`config.mk`:
```
export PLATFORM = sky130hd
export DESIGN_NAME = game_turn_arbiter_flat
export DESIGN_NICKNAME = d
export VERILOG_FILES = /design/src/rtl/game_pkg.sv /design/src/rtl/game_turn_arbiter_if.sv /design/src/rtl/game_dir_edge.sv /design/src/rtl/game_turn_arbiter.sv /design/src/flat_wrapper.sv
export SDC_FILE = /design/constraint.sdc
export NUM_CORES = 1
export LEC_CHECK = 0
export BUFFER_PORTS_ARGS = -buffer_cell sky130_fd_sc_hd__buf_4
export CAP_MARGIN = 5
export CORE_UTILIZATION = 54
export CTS_BUF_LIST = sky130_fd_sc_hd__clkbuf_16
export CTS_CLUSTER_DIAMETER = 100
export DETAILED_ROUTE_END_ITERATION = 8
export GPL_TIMING_DRIVEN = 1
export PLACE_DENSITY = 0.74
export SETUP_SLACK_MARGIN = 0.3
export SYNTH_ARGS = -nofsm -noshare
export SYNTH_HDL_FRONTEND = slang
export SYNTH_SLANG_ARGS = --single-unit
```
`constraint.sdc`:
```
create_clock -name clock -period 2.57 [get_ports clock]
set_input_delay 0.3855 -clock clock [delete_from_list [all_inputs] [get_ports clock]]
set_output_delay 0.3855 -clock clock [all_outputs]
set_load 0.005 [all_outputs]
```
`src/rtl/game_pkg.sv`:
```
// Shared types for the two-player turn arbiter in front of the maze game FSM.
//   dir_t        : direction pad / move vector, [3]=N [2]=S [1]=E [0]=W
//   DIR_*        : bit positions inside dir_t
//   arb_state_t  : turn arbiter FSM states
//   is_one_hot() : true when exactly one direction bit is set
package game_pkg;

  typedef logic [3:0] dir_t;

  localparam int unsigned DIR_N = 3;
  localparam int unsigned DIR_S = 2;
  localparam int unsigned DIR_E = 1;
  localparam int unsigned DIR_W = 0;

  typedef enum logic [1:0] {
    WAIT_MOVE,
    ISSUE,
    WAIT_RESULT,
    OVER
  } arb_state_t;

  function automatic logic is_one_hot(dir_t v);
    return (v != 4'd0) && ((v & (v - 4'd1)) == 4'd0);
  endfunction

endpackage

```
`src/rtl/game_turn_arbiter_if.sv`:
```
// Pad / game-FSM bundle of the turn arbiter.
//   master : drives the pads (p0_dir, p1_dir) and game status (d, win), observes the rest
//   slave  : the arbiter; receives pads and status, drives moves, turn and flags
interface game_turn_arbiter_if #(
  parameter int unsigned MOVE_CNT_W = 8
);
  import game_pkg::*;

  dir_t                  p0_dir;
  dir_t                  p1_dir;
  logic                  d;
  logic                  win;
  logic                  n;
  logic                  s;
  logic                  e;
  logic                  w;
  logic                  turn;
  logic [MOVE_CNT_W-1:0] move_count;
  logic                  invalid;
  logic                  timeout;
  logic                  game_over;
  logic                  winner;

  modport master (
    output p0_dir, p1_dir, d, win,
    input  n, s, e, w, turn, move_count, invalid, timeout, game_over, winner
  );

  modport slave (
    input  p0_dir, p1_dir, d, win,
    output n, s, e, w, turn, move_count, invalid, timeout, game_over, winner
  );

endinterface

```
`src/rtl/game_dir_edge.sv`:
```
// Rising-edge detector for one direction pad.
//   clock, R_n : clock and asynchronous active-low reset
//   raw        : raw held pad level
//   press      : bits that rose since the previous cycle (one press per hold, no repeat)
//   one_hot    : exactly one bit of press set
//   multi      : two or more bits of press set
module game_dir_edge
  import game_pkg::*;
(
  input  logic clock,
  input  logic R_n,
  input  dir_t raw,
  output dir_t press,
  output logic one_hot,
  output logic multi
);

  dir_t prev_q;

  always_ff @(posedge clock or negedge R_n) begin
    if (!R_n) begin
      prev_q <= '0;
    end else begin
      prev_q <= raw;
    end
  end

  assign press   = raw & ~prev_q;
  assign one_hot = is_one_hot(press);
  assign multi   = (press != 4'd0) && !one_hot;

endmodule

```
`src/rtl/game_turn_arbiter.sv`:
```
// Two-player turn controller sharing the game's single n/s/e/w move input.
//   clock, R_n : clock and asynchronous active-low reset
//   bus        : pads and game status in; move pulses, turn, move_count, invalid,
//                timeout, game_over and winner out (all outputs are flop outputs)
module game_turn_arbiter
  import game_pkg::*;
#(
  parameter int unsigned TURN_TIMEOUT = 16,
  parameter int unsigned MOVE_CNT_W   = 8
) (
  input logic           clock,
  input logic           R_n,
  game_turn_arbiter_if.slave bus
);

  localparam int unsigned TcntW = $clog2(TURN_TIMEOUT);
  localparam logic [TcntW-1:0] TcntMax = TcntW'(TURN_TIMEOUT - 1);
  localparam logic [MOVE_CNT_W-1:0] CntMax = '1;

  dir_t press0, press1, act_press;
  logic one_hot0, one_hot1, multi0, multi1, act_one_hot, act_multi;

  game_dir_edge u_edge_p0 (
    .clock   (clock),
    .R_n     (R_n),
    .raw     (bus.p0_dir),
    .press   (press0),
    .one_hot (one_hot0),
    .multi   (multi0)
  );

  game_dir_edge u_edge_p1 (
    .clock   (clock),
    .R_n     (R_n),
    .raw     (bus.p1_dir),
    .press   (press1),
    .one_hot (one_hot1),
    .multi   (multi1)
  );

  arb_state_t            state_q, state_d;
  logic [TcntW-1:0]      tcnt_q, tcnt_d;
  dir_t                  move_q, move_d;
  logic                  turn_q, turn_d;
  logic [MOVE_CNT_W-1:0] count_q, count_d;
  logic                  invalid_q, invalid_d;
  logic                  timeout_q, timeout_d;
  logic                  over_q, over_d;
  logic                  winner_q, winner_d;

  // Only the active player's presses reach the FSM.
  assign act_press   = turn_q ? press1 : press0;
  assign act_one_hot = turn_q ? one_hot1 : one_hot0;
  assign act_multi   = turn_q ? multi1 : multi0;

  always_comb begin
    state_d   = state_q;
    tcnt_d    = tcnt_q;
    move_d    = '0;
    turn_d    = turn_q;
    count_d   = count_q;
    invalid_d = 1'b0;
    timeout_d = 1'b0;
    over_d    = over_q;
    winner_d  = winner_q;

    if (state_q != OVER && (bus.d || bus.win)) begin
      state_d = OVER;
      over_d  = 1'b1;
      if (bus.win) begin
        winner_d = turn_q;
      end
    end else begin
      unique case (state_q)
        WAIT_MOVE: begin
          // Wraps at the limit so an invalid press on the last cycle restarts the window.
          tcnt_d = (tcnt_q == TcntMax) ? '0 : tcnt_q + 1'b1;
          if (act_one_hot) begin
            move_d  = act_press;
            state_d = ISSUE;
            if (count_q != CntMax) begin
              count_d = count_q + 1'b1;
            end
          end else if (act_multi) begin
            invalid_d = 1'b1;
          end else if (tcnt_q == TcntMax) begin
            timeout_d = 1'b1;
            turn_d    = ~turn_q;
          end
        end
        ISSUE: begin
          state_d = WAIT_RESULT;
        end
        WAIT_RESULT: begin
          turn_d  = ~turn_q;
          tcnt_d  = '0;
          state_d = WAIT_MOVE;
        end
        OVER: begin
        end
      endcase
    end
  end

  always_ff @(posedge clock or negedge R_n) begin
    if (!R_n) begin
      state_q   <= WAIT_MOVE;
      tcnt_q    <= '0;
      move_q    <= '0;
      turn_q    <= 1'b0;
      count_q   <= '0;
      invalid_q <= 1'b0;
      timeout_q <= 1'b0;
      over_q    <= 1'b0;
      winner_q  <= 1'b0;
    end else begin
      state_q   <= state_d;
      tcnt_q    <= tcnt_d;
      move_q    <= move_d;
      turn_q    <= turn_d;
      count_q   <= count_d;
      invalid_q <= invalid_d;
      timeout_q <= timeout_d;
      over_q    <= over_d;
      winner_q  <= winner_d;
    end
  end

  assign bus.n          = move_q[DIR_N];
  assign bus.s          = move_q[DIR_S];
  assign bus.e          = move_q[DIR_E];
  assign bus.w          = move_q[DIR_W];
  assign bus.turn       = turn_q;
  assign bus.move_count = count_q;
  assign bus.invalid    = invalid_q;
  assign bus.timeout    = timeout_q;
  assign bus.game_over  = over_q;
  assign bus.winner     = winner_q;

endmodule

```
`src/flat_wrapper.sv`:
```
// flat-port wrapper written by rule: the top's interface ports become plain ports
module game_turn_arbiter_flat import game_pkg::*;
#(
  parameter int unsigned TURN_TIMEOUT = 16,
  parameter int unsigned MOVE_CNT_W   = 8
)
  (clock, R_n, bus_p0_dir, bus_p1_dir, bus_d, bus_win, bus_n, bus_s, bus_e, bus_w, bus_turn, bus_move_count, bus_invalid, bus_timeout, bus_game_over, bus_winner);
  game_turn_arbiter_if #(.MOVE_CNT_W(MOVE_CNT_W)) bus_i ();
  input logic clock;
  input logic R_n;
  input wire logic [$bits(bus_i.p0_dir)-1:0] bus_p0_dir;
  input wire logic [$bits(bus_i.p1_dir)-1:0] bus_p1_dir;
  input wire logic [$bits(bus_i.d)-1:0] bus_d;
  input wire logic [$bits(bus_i.win)-1:0] bus_win;
  output wire logic [$bits(bus_i.n)-1:0] bus_n;
  output wire logic [$bits(bus_i.s)-1:0] bus_s;
  output wire logic [$bits(bus_i.e)-1:0] bus_e;
  output wire logic [$bits(bus_i.w)-1:0] bus_w;
  output wire logic [$bits(bus_i.turn)-1:0] bus_turn;
  output wire logic [$bits(bus_i.move_count)-1:0] bus_move_count;
  output wire logic [$bits(bus_i.invalid)-1:0] bus_invalid;
  output wire logic [$bits(bus_i.timeout)-1:0] bus_timeout;
  output wire logic [$bits(bus_i.game_over)-1:0] bus_game_over;
  output wire logic [$bits(bus_i.winner)-1:0] bus_winner;
  assign bus_i.p0_dir = bus_p0_dir;
  assign bus_i.p1_dir = bus_p1_dir;
  assign bus_i.d = bus_d;
  assign bus_i.win = bus_win;
  assign bus_n = bus_i.n;
  assign bus_s = bus_i.s;
  assign bus_e = bus_i.e;
  assign bus_w = bus_i.w;
  assign bus_turn = bus_i.turn;
  assign bus_move_count = bus_i.move_count;
  assign bus_invalid = bus_i.invalid;
  assign bus_timeout = bus_i.timeout;
  assign bus_game_over = bus_i.game_over;
  assign bus_winner = bus_i.winner;
  game_turn_arbiter #(.TURN_TIMEOUT(TURN_TIMEOUT), .MOVE_CNT_W(MOVE_CNT_W)) u_core (.clock(clock), .R_n(R_n), .bus(bus_i));
endmodule
```
# == After elaboration in Yosys (flattened, before gate mapping) ==
# Cells that the tools add are included.
# classes
addsub,4
eq_ne,9
n_mux,24
n_bitwise,8
reduce_logical,20
# op_table
op,count
$mux 4,5
$and 4x4->4,4
$mux 1,14
$reduce_bool 4->1,3
$add 8x1->8 const B,1
$logic_not 4->1,2
$ne 8x8->1 const B,1
$not 4->4,2
$pmux 4 s2,1
$sub 4x1->4 const B,2
$ne 2x2->1 const B,3
$pmux 2 s3,1
$reduce_and 2->1,3
$logic_and 1x1->1,5
$reduce_and 5->1,1
$add 4x1->4 const B,1
$eq 4x4->1 const B,1
$mux 2,2
$reduce_and 4->1,1
$ne 3x1->1 const B,1
$eq 2x1->1 const B,1
$eq 2x2->1 const B,1
$logic_not 1->1,2
$logic_not 2->1,1
other kinds (5),6
# word_totals
ff_bits,31
in_bits,12
output_inout_bits,17
elab_cells,76

# == Logic depth before layout (Yosys ltp) ==
# Gate-level depths: netlist of the first run.
# depth
depth_word,13
depth_mapped,9
mapped_depth_nobuf,9

# == By module ==
# From an unflattened synthesis of the first run, not the netlist that was laid out.
# unflattened
cells_unflattened,144
hier_area_um2,1661.6
# by_module_without_submodules
mod,n_inst,cells_per_inst,area_each_um2,seq_area_each_um2
game_turn_arbiter,1,108,1183.6,575.6
game_dir_edge,2,18,239.0,100.1

# == Worst setup path after synthesis of the first run ==
# No wires, ideal clock.
# synth_path
kind,flip-flop to flip-flop
from,register u_core.state_q[0]
to,"register u_core.count_q[1], in the netlist u_core.bus.move_count[1]"
setup_ps,125
t_arrival_ps,1694
required_time_ps,2445
slack_ps,751
path_stages_with_launch,7
n_path_buf,0
period_less_slack_ps,1819
path_cell_list,dfrtp_1 > ha_1 > o21ba_2 > a211oi_1 > and2b_1 > a21oi_4 > mux2_2
# synth_via
elab_chain_cells,4
word_cells_on_any_way,5
cone_classes,eq/ne: 1; bitwise: 1; reduce/logical: 3
# synth_rtl
item,line_no,rtl
from (decl),game_turn_arbiter.sv:41,"arb_state_t state_q, state_d;"
from (signal assigned),game_turn_arbiter.sv:117,state_q <= state_d;
$ne 2x2->1,game_turn_arbiter.sv:67,if (state_q != OVER && (bus.d || bus.win)) begin
$logic_and 1x1->1,game_turn_arbiter.sv:67,
$not 1->1 (no line),-,
$reduce_and 4->1 (no line) *,-,
to (signal assigned),game_turn_arbiter.sv:121,count_q <= count_d;
to (decl),game_turn_arbiter.sv:45,"logic [MOVE_CNT_W-1:0] count_q, count_d;"
# Mark *: on every way between the ends. The rest lies on a longest branch, timed or not.
# A chain may end at the register's enable or synchronous reset.

# == Worst setup path after layout of the first run ==
# layout_path
from,register u_core.state_q[0]
to,"register u_core.count_q[5], in the netlist u_core.bus.move_count[5]"
# The elaborated chain is that of the path after synthesis.

==> flow_summary.yaml, run 1 <==
pwr:
  ir_worst_vdd_mv: 0.830
  netSwitchingPower_uw: 525
  sw_frac_of_total: 0.315
  powerDensity_nw_per_um2: 849
  total_power_mw: 1.66
  p_int_mw: 1.14
  p_leak_nw: 0.931
  pwr-share-clk: 0.324
  combPwrFrac: 0.275
  pwr-share-seq: 0.401
run_status:
  status: "complete, no violations"
clocking:
  cts_root_buffer: "clkbuf_16"
  cts.sinks: 31
  cts_max_level: 2
  cts_buffer_depth: 2
  clock_latency_ns: 0.28
  cts_tree: "yes"
  cts_resized: 0
  numCtsBuffers: 5
  clkTransAtPathRegs_ns: 0.05
  post_cts_buffers: 0
  cts.hold.buffers_added: 0
die:
  io_pins: 29
  dieArea_um2: 3160
  num_rows: 19
  start_util: 0.571
  core_um2: 2780
  die_w_um: 56.2
  dieHeight_um: 56.2
setup_path:
  r2r_cells: 9
  crit_slowest_cell: "dfrtp_1"
  critical-path-top-delay-family: "compound AO/OA/AOI/OAI gates"
  worstReg2RegEnd: "u_core.bus.move_count[5]"
  worst_ep_required_time_ns: 2.76
  worst-setup-path-type: "flop to flop"
  cp.arrival_ns: 2.26
  worstSetupEndpointType: "flop"
  worst-path-buf-inv: 2
  crit_path_cell_trace: "inv_1 -> ha_1 -> inv_1 -> a211oi_1 -> nand2_1 -> a31oi_4 -> a21oi_4 -> nor3_2 -> xor2_1"
  cp-start-kind: "flop"
  cp_common_cell: "inv_1"
  slowest_delay_ns: 0.40
  r2r-start: "u_core.state_q[0]"
  crit_fanout: 8
  rrSetupSlack_ns: 0.51
place:
  placed_cell_area_um2: 1820
  gp_congestion: 0.798
  dp_hpwl_um: 2150
  port_buffers: 28
sta:
  fin_worst_skew_ns: 0.00403
  fin_setup_tns_ns: 0
  slew_headroom: 0.677
  rsz0062_at_grt: "no"
  finalHoldViolations: 0
  post-route-min-period_ns: 2.06
  setup_viol: 0
  fin_crit_sh: 0.802
  final-max-slew-violation-count: 0
  fmax_mhz: 485
  tightestPinTransition_ns: 0.485
yosys:
  ys_types: 36
  muxShareOfSynthArea: 0.0394
  synth-simple-area-share: 0.220
  synth_area_um2: 1590
  syn_avg_cell_area_um2: 10.6
  synth_nets: 168
  async_reset_ff_frac: 1.00
  synth-seq-cells: 31
  ys.flop_type: "dfrtp_1"
  synth_top_family_by_area: "simple AND/OR/NAND/NOR gates"
  synth-xor-area-share: 0.0551
  yosys.area_share.adder: 0.0472
  syn_inst: 150
  ys_seq_area_frac: 0.488
  ys_warn_count: 0
  synth-compound-area-share: 0.129
  synth_edf_count: 0
run:
  cap_violations: 0
final_layout:
  postLayoutCellArea_um2: 1960
  multi_input_area_um2: 779
  layout.cells.most_common: "dfrtp_1"
  antenna_cells_inserted: 0
  fillers: 223
  final_cell_mix: "31 x dfrtp_1, 28 x buf_4, 15 x nor2_1"
  ff_latch_area_um2: 776
  nets: 201
  area_growth_pct: 23.4
  final_layout_size_suffix_gt1_frac: 0.250
drt:
  routed_wl_um: 3020
  drt-vias-per-instance: 5.58
  first_iter_violations: 46
  vias: 1200
  ant_nets: 0
  drc_errors: 0
  detail_route.first_pass.iterations: 4
  wl_per_cell_um: 14.0
grt:
  globalRouteOverflowTotal: 0
  grt_pass1_wl_um: 5350
  grt_max_degree: 32
  antenna_found_initial: 0
  grt_pass1_vias: 1205
  grt.total_usage: 0.224
worst_hold_path:
  hold_class: "input pin to asynchronous set/reset pin"
==> registers in the layout, summed over array words and instances (netlist names) <==
name and cells:
u_core.bus.winner 1, u_core.u_edge_p0.prev_q 4, u_core.move_q 4, u_core.bus.timeout 1, u_core.bus.move_count 8, u_core.bus.invalid 1
u_core.bus.turn 1, u_core.tcnt_q 4, u_core.bus.game_over 1, u_core.u_edge_p1.prev_q 4, u_core.state_q 2
==> routing by layer <==
metal	part of all wire	track usage	vias up
met3	0.054	0.0581	8
met4	0.028	0.125	0
met1	0.42	0.263	573
met5	0	0	-
li1	-	-	584
met2	0.50	0.372	35
==> worst max path at each step <==
stage | start | to | slack (ns) | cells past startpoint
finish | u_core.state_q[0] | u_core.bus.move_count[5] | 0.51 | 9
global route | u_core.state_q[1] | u_core.bus.move_count[7] | 0.36 | 9
CTS | u_core.state_q[0] | u_core.bus.move_count[5] | 0.53 | 9
detailed placement | bus_p1_dir[3] | u_core.state_q[0] | 0.52 | 7
global placement | bus_p1_dir[3] | u_core.state_q[1] | 0.58 | 7
floorplan | u_core.state_q[0] | u_core.bus.move_count[1] | 0.75 | 6
==> area by class of cell <==
cell class | instances | area share
clock buffer | 5 | 0.0638
clock inverter | 3 | 0.00638
multi-input combinational | 112 | 0.398
timing repair buffer | 28 | 0.107
sequential | 31 | 0.396
inverter | 5 | 0.00957
tap | 31 | 0.0198
==> cells in the mapped netlist (all sizes together) (3+ instances only) <==
cell    count  share of area
mux2i       4          0.025
xnor2       3          0.017
nand3       7          0.022
xor2        7          0.039
nand2b      7          0.028
a21oi      12          0.045
nor2b       6          0.030
o21ai       8          0.032
nand2       9          0.021
and3        4          0.016
nor2       15          0.035
nor3        6          0.025
dfrtp      31           0.49
inv         5          0.012
ha          6          0.047
==> per-stage QoR <==
step	setup slack (ns)	hold WS [ns]	utilization	instances
2_1_floorplan	0.751	0.0899	-	150
3_3_place_gp	0.582	0.331	0.655	207
3_5_place_dp	0.516	0.341	0.655	207
4_1_cts	0.530	0.0516	0.705	215
5_1_grt	0.362	0.0690	0.705	215
6_report	0.509	0.0362	0.705	215
==> cell families (layout without fill, tap and decap cells) <==
logic type,after synthesis,after routing
muxes,6,6
adders and majority gates,6,6
xor gates and xnor gates,10,10
AOI/OAI and AO/OA,28,28
and+or+nand+nor,62,62
DFF,31,31
buffers and inverters,7,41
==> power groups by stage <==
stage | registers, mW | clock network [mW] | logic (mW)
2_1_floorplan | 0.631 | 0 | 0.342
3_3_place_gp | 0.663 | 0 | 0.438
3_5_place_dp | 0.669 | 0 | 0.456
4_1_cts | 0.665 | 0.551 | 0.461
5_1_grt | 0.678 | 0.570 | 0.505
6_report | 0.667 | 0.540 | 0.457
No activity file was read; power rests on OpenSTA's default activity.
==> inputs of run 2 (changes only) <==
--- a/config.mk
+++ b/config.mk
@@ -7,12 +7,12 @@
 export LEC_CHECK = 0
 export BUFFER_PORTS_ARGS = -buffer_cell sky130_fd_sc_hd__buf_4
 export CAP_MARGIN = 5
-export CORE_UTILIZATION = 54
+export CORE_UTILIZATION = 49
 export CTS_BUF_LIST = sky130_fd_sc_hd__clkbuf_16
 export CTS_CLUSTER_DIAMETER = 100
 export DETAILED_ROUTE_END_ITERATION = 8
 export GPL_TIMING_DRIVEN = 1
-export PLACE_DENSITY = 0.74
+export PLACE_DENSITY = 0.7
 export SETUP_SLACK_MARGIN = 0.3
 export SYNTH_ARGS = -nofsm -noshare
 export SYNTH_HDL_FRONTEND = slang
==> constraint.sdc (replaced) <==
create_clock -name clock -period 1.8 [get_ports clock]
set_input_delay 0.27 -clock clock [delete_from_list [all_inputs] [get_ports clock]]
set_output_delay 0.27 -clock clock [all_outputs]
set_load 0.005 [all_outputs]
==> flow_summary.yaml, run 2 (synthesized netlist as in run 1, its figures left out) <==
clocking:
  cts_max_level: 2
  clock_latency_ns: 0.28
  clkTransAtPathRegs_ns: 0.05
  numCtsBuffers: 5
  cts.sinks: 31
  cts_tree: "yes"
  cts_buffer_depth: 2
  cts_root_buffer: "clkbuf_16"
grt:
  globalRouteOverflowTotal: 0
  antenna_found_initial: 0
  grt.total_usage: 0.234
  grt_pass1_vias: 1365
  grt_pass1_wl_um: 5870
  grt_max_degree: 32
final_layout:
  multi_input_area_um2: 1000
  utilization: 0.794
  layout.cells.most_common: "buf_4"
  area_growth_pct: 52.5
  final_layout_size_suffix_gt1_frac: 0.536
  ff_latch_area_um2: 776
  final_cell_mix: "48 x buf_4, 31 x dfrtp_1, 8 x nor2_1"
  fillers: 184
  antenna_cells_inserted: 0
  nets: 228
  final_cell_count_no_fill: 255
  largest_reg_flops: 8
sta:
  slew_headroom: 0.739
  fmax_mhz: 548
  fin_crit_sh: 1.01
  final-max-slew-violation-count: 0
  tightestPinTransition_ns: 0.392
  worst_slack_ns: -0.0245
  finalHoldViolations: 0
  fin_worst_skew_ns: 0.0111
  post-route-min-period_ns: 1.82
  fin_setup_tns_ns: -0.0603
  setup_viol: 3
  rsz0062_at_grt: "yes"
drt:
  routed_wl_um: 4150
  drt-vias-per-instance: 5.37
  wl_per_cell_um: 16.3
  first_iter_violations: 62
  detail_route.first_pass.iterations: 4
  vias: 1370
  drc_errors: 0
  ant_nets: 0
die:
  start_util: 0.520
  core_um2: 3050
  die_w_um: 58.9
  io_pins: 29
  num_rows: 20
  dieHeight_um: 58.9
  dieArea_um2: 3470
worst_hold_path:
  hold_class: "input pin to flop"
  hold_depth: 1
place:
  port_buffers: 28
  gp_congestion: 0.752
  dp_slack_ns: -0.0231
  dp_hpwl_um: 2410
  place_inst: 236
pwr:
  ir_worst_vdd_mv: 0.667
  p_leak_nw: 1.13
  powerDensity_nw_per_um2: 1220
  total_power_mw: 2.96
setup_path:
  r2r_cells: 6
  cp-start-kind: "flop"
  worstSetupEndpointType: "flop"
  cp.arrival_ns: 1.99
  worst-setup-path-type: "flop to flop"
  crit_fanout: 8
  worst_ep_required_time_ns: 1.96
run_status:
  status: "complete, but fails checks"
  violations: "negative setup slack"
run:
  cap_violations: 0
[run 2: per-layer routing]
metal / track usage / wire (µm) / up-vias
li1: - / - / 643
met1: 0.260 / 1670 / 670
met2: 0.407 / 2210 / 42
met3: 0.0615 / 154 / 15
met4: 0.122 / 116 / 0
met5: 0 / 0 / -
[run 2: power by group]
group / internal [mW] / switching, mW
registers: 0.804 / 0.123
clock network: 0.496 / 0.292
logic: 0.666 / 0.576
total: 1.97 / 0.991
[run 2: final timing paths]
check | endpoint | slack [ns] | start
worst max-delay path | u_core.bus.move_count[1] | -0.02 | u_core.state_q[1]
worst min-delay path | u_core.u_edge_p0.prev_q[2] | 0.10 | bus_p0_dir[2]
worst max register to register | u_core.bus.move_count[1] | -0.02 | u_core.state_q[1]
worst min register to register | u_core.bus.game_over | 0.47 | u_core.bus.game_over
max in group asynchronous | u_core.u_edge_p0.prev_q[3] | 1.05 | R_n
min in group asynchronous | u_core.state_q[1] | 0.46 | R_n
[run 2: cell type report]
class / instances / area share
Inverter: 5 / 0.00774
Clock inverter: 3 / 0.00465
Timing Repair Buffer: 55 / 0.181
Sequential cell: 31 / 0.320
Tap cell: 44 / 0.0227
Multi-Input combinational cell: 112 / 0.412
Clock buffer: 5 / 0.0516
[run 2: stage by stage]
stage	hold slack [ns]	cell area, µm²
2_1_floorplan	-0.0256	1620
4_1_cts	0.101	2280
3_3_place_gp	0.218	1990
6_report	0.102	2420
3_5_place_dp	0.225	1990
5_1_grt	0.101	2420
[run 2: timing repair]
item                                    in CTS  in global routing
endpoints found under the setup margin      18                 21
hold endpoints to repair                    31                  0
buffers inserted                             6                  4
hold buffers                                 1                  0
pin swaps                                   17                 18
gates cloned                                 0                  0
gates resized for setup                     23                 27
[run 2: worst max-delay path, cell delays in order, from the launching register on]
cell,delay [ns]
dfrtp_1,0.42
ha_2,0.21
o21ba_4,0.24
a211oi_4,0.05
and2b_1,0.19
a21oi_4,0.26
mux2_4,0.33
==> inputs of run 3 (changes only) <==
--- a/config.mk
+++ b/config.mk
@@ -5,12 +5,12 @@
 export SDC_FILE = /design/constraint.sdc
 export NUM_CORES = 1
 export LEC_CHECK = 0
-export BUFFER_PORTS_ARGS = -buffer_cell sky130_fd_sc_hd__buf_4
 export CAP_MARGIN = 5
-export CORE_UTILIZATION = 49
+export CORE_UTILIZATION = 56
 export CTS_BUF_LIST = sky130_fd_sc_hd__clkbuf_16
-export CTS_CLUSTER_DIAMETER = 100
+export CTS_CLUSTER_DIAMETER = 200
 export DETAILED_ROUTE_END_ITERATION = 8
+export DONT_BUFFER_PORTS = 1
 export GPL_TIMING_DRIVEN = 1
 export PLACE_DENSITY = 0.7
 export SETUP_SLACK_MARGIN = 0.3
==> flow_summary.yaml, run 3 (synthesized netlist as in run 1, its figures left out) <==
run_status:
  status: "complete, but fails checks"
  violations: "negative setup slack"
worst_hold_path:
  hold_class: "input pin to flop"
  hold_depth: 0
final_layout:
  ff_latch_area_um2: 776
  area_growth_pct: 39.7
  final_layout_size_suffix_gt1_frac: 0.460
  final_cell_mix: "31 x dfrtp_1, 26 x buf_4, 9 x nor2_1"
  antenna_cells_inserted: 0
  postLayoutCellArea_um2: 2220
  fillers: 146
  multi_input_area_um2: 992
  layout.cells.most_common: "dfrtp_1"
  nets: 204
  largest_reg_flops: 8
drt:
  first_iter_violations: 25
  drc_errors: 0
  wl_per_cell_um: 17.5
  detail_route.first_pass.iterations: 4
  ant_nets: 0
  routed_wl_um: 3800
  vias: 1290
  drt-vias-per-instance: 5.94
place:
  port_buffers: 0
  placed_cell_area_um2: 1760
  dp_slack_ns: -0.0134
  dp_hpwl_um: 2250
  gp_congestion: 0.838
sta:
  finalHoldViolations: 0
  rsz0062_at_grt: "yes"
  post-route-min-period_ns: 1.83
  fin_worst_skew_ns: 0.00601
  tightestPinTransition_ns: 0.337
  final-max-slew-violation-count: 0
  slew_headroom: 0.775
  fmax_mhz: 545
  fin_crit_sh: 1.02
  worst_slack_ns: -0.0336
  setup_viol: 3
clocking:
  cts_root_buffer: "clkbuf_16"
  clock_latency_ns: 0.27
  cts.sinks: 31
  cts_tree: "yes"
  cts_max_level: 2
  clkTransAtPathRegs_ns: 0.05
  numCtsBuffers: 5
  cts_buffer_depth: 2
setup_path:
  rrSetupSlack_ns: -0.03
  cp-start-kind: "flop"
  r2r_cells: 6
  worst_ep_required_time_ns: 1.98
  worst-setup-path-type: "flop to flop"
  worstSetupEndpointType: "flop"
  crit_fanout: 4
  cp.arrival_ns: 2.02
die:
  start_util: 0.619
  core_um2: 2570
  io_pins: 29
  dieArea_um2: 3050
  num_rows: 18
  die_w_um: 55.3
  dieHeight_um: 55.3
grt:
  globalRouteOverflowTotal: 0
  grt.total_usage: 0.266
  grt_pass1_wl_um: 6150
  antenna_found_initial: 0
  grt_max_degree: 32
  grt_pass1_vias: 1291
run:
  cap_violations: 0
pwr:
  p_leak_nw: 1.02
  ir_worst_vdd_mv: 1.41
  powerDensity_nw_per_um2: 1340
## run 3: path summary, 6_finish.rpt
path / from / end
min in group asynchronous: R_n / u_core.bus.turn
max reg2reg: u_core.u_edge_p1.prev_q[1] / u_core.state_q[0]
max in group asynchronous: R_n / u_core.u_edge_p1.prev_q[2]
min: bus_p0_dir[2] / u_core.u_edge_p0.prev_q[2]
min reg2reg: u_core.bus.game_over / u_core.bus.game_over
max: u_core.u_edge_p1.prev_q[1] / u_core.state_q[0]
## run 3: metal layers
layer	up-vias	wire (µm)	part of all wire	global-route usage
li1	593	-	-	-
met1	622	1560	0.41	0.327
met2	62	1890	0.50	0.413
met3	13	241	0.064	0.105
met4	0	97	0.026	0.118
met5	-	0	0	0
## run 3: power by group
group | switching, mW | internal [mW]
Clock | 0.282 | 0.496
Sequential | 0.104 | 0.805
Combinational | 0.591 | 0.691
Total | 0.978 | 1.99
## run 3: what timing repair did
item,4_1_cts,5_1_grt
hold buffers,2,0
buffers inserted,8,6
endpoints found under the setup margin,20,21
pin swaps,19,10
endpoints found under the hold margin,31,0
resized for setup,19,26
## run 3: worst max-delay path: stages (launching register included)
cell	delay, ns
dfrtp_1	0.38
nand2b_4	0.15
or4_4	0.54
nand4_1	0.16
o21ai_4	0.11
a21oi_4	0.17
mux2i_1	0.24
## run 3: stage by stage
stage / power [mW] / hold slack (ns) / TNS (ns) / utilization / cells
after floorplan: 1.44 / -0.0256 / 0 / - / 150
after global placement: 1.62 / -0.0250 / 0 / 0.685 / 193
after detailed placement: 1.65 / -0.0250 / -0.0134 / 0.685 / 193
after CTS: 2.67 / 0.0227 / -0.0176 / 0.802 / 211
after global routing: 3.13 / 0.0157 / -0.487 / 0.865 / 217
final: 2.97 / 0.0243 / -0.0615 / 0.865 / 217
## run 3: cell type report
class,instances,area share
multi-input combinational,112,0.447
tap,30,0.0169
inverter,5,0.00846
clock buffer,5,0.0564
sequential,31,0.349
clock inverter,3,0.00507
timing repair buffer,31,0.117
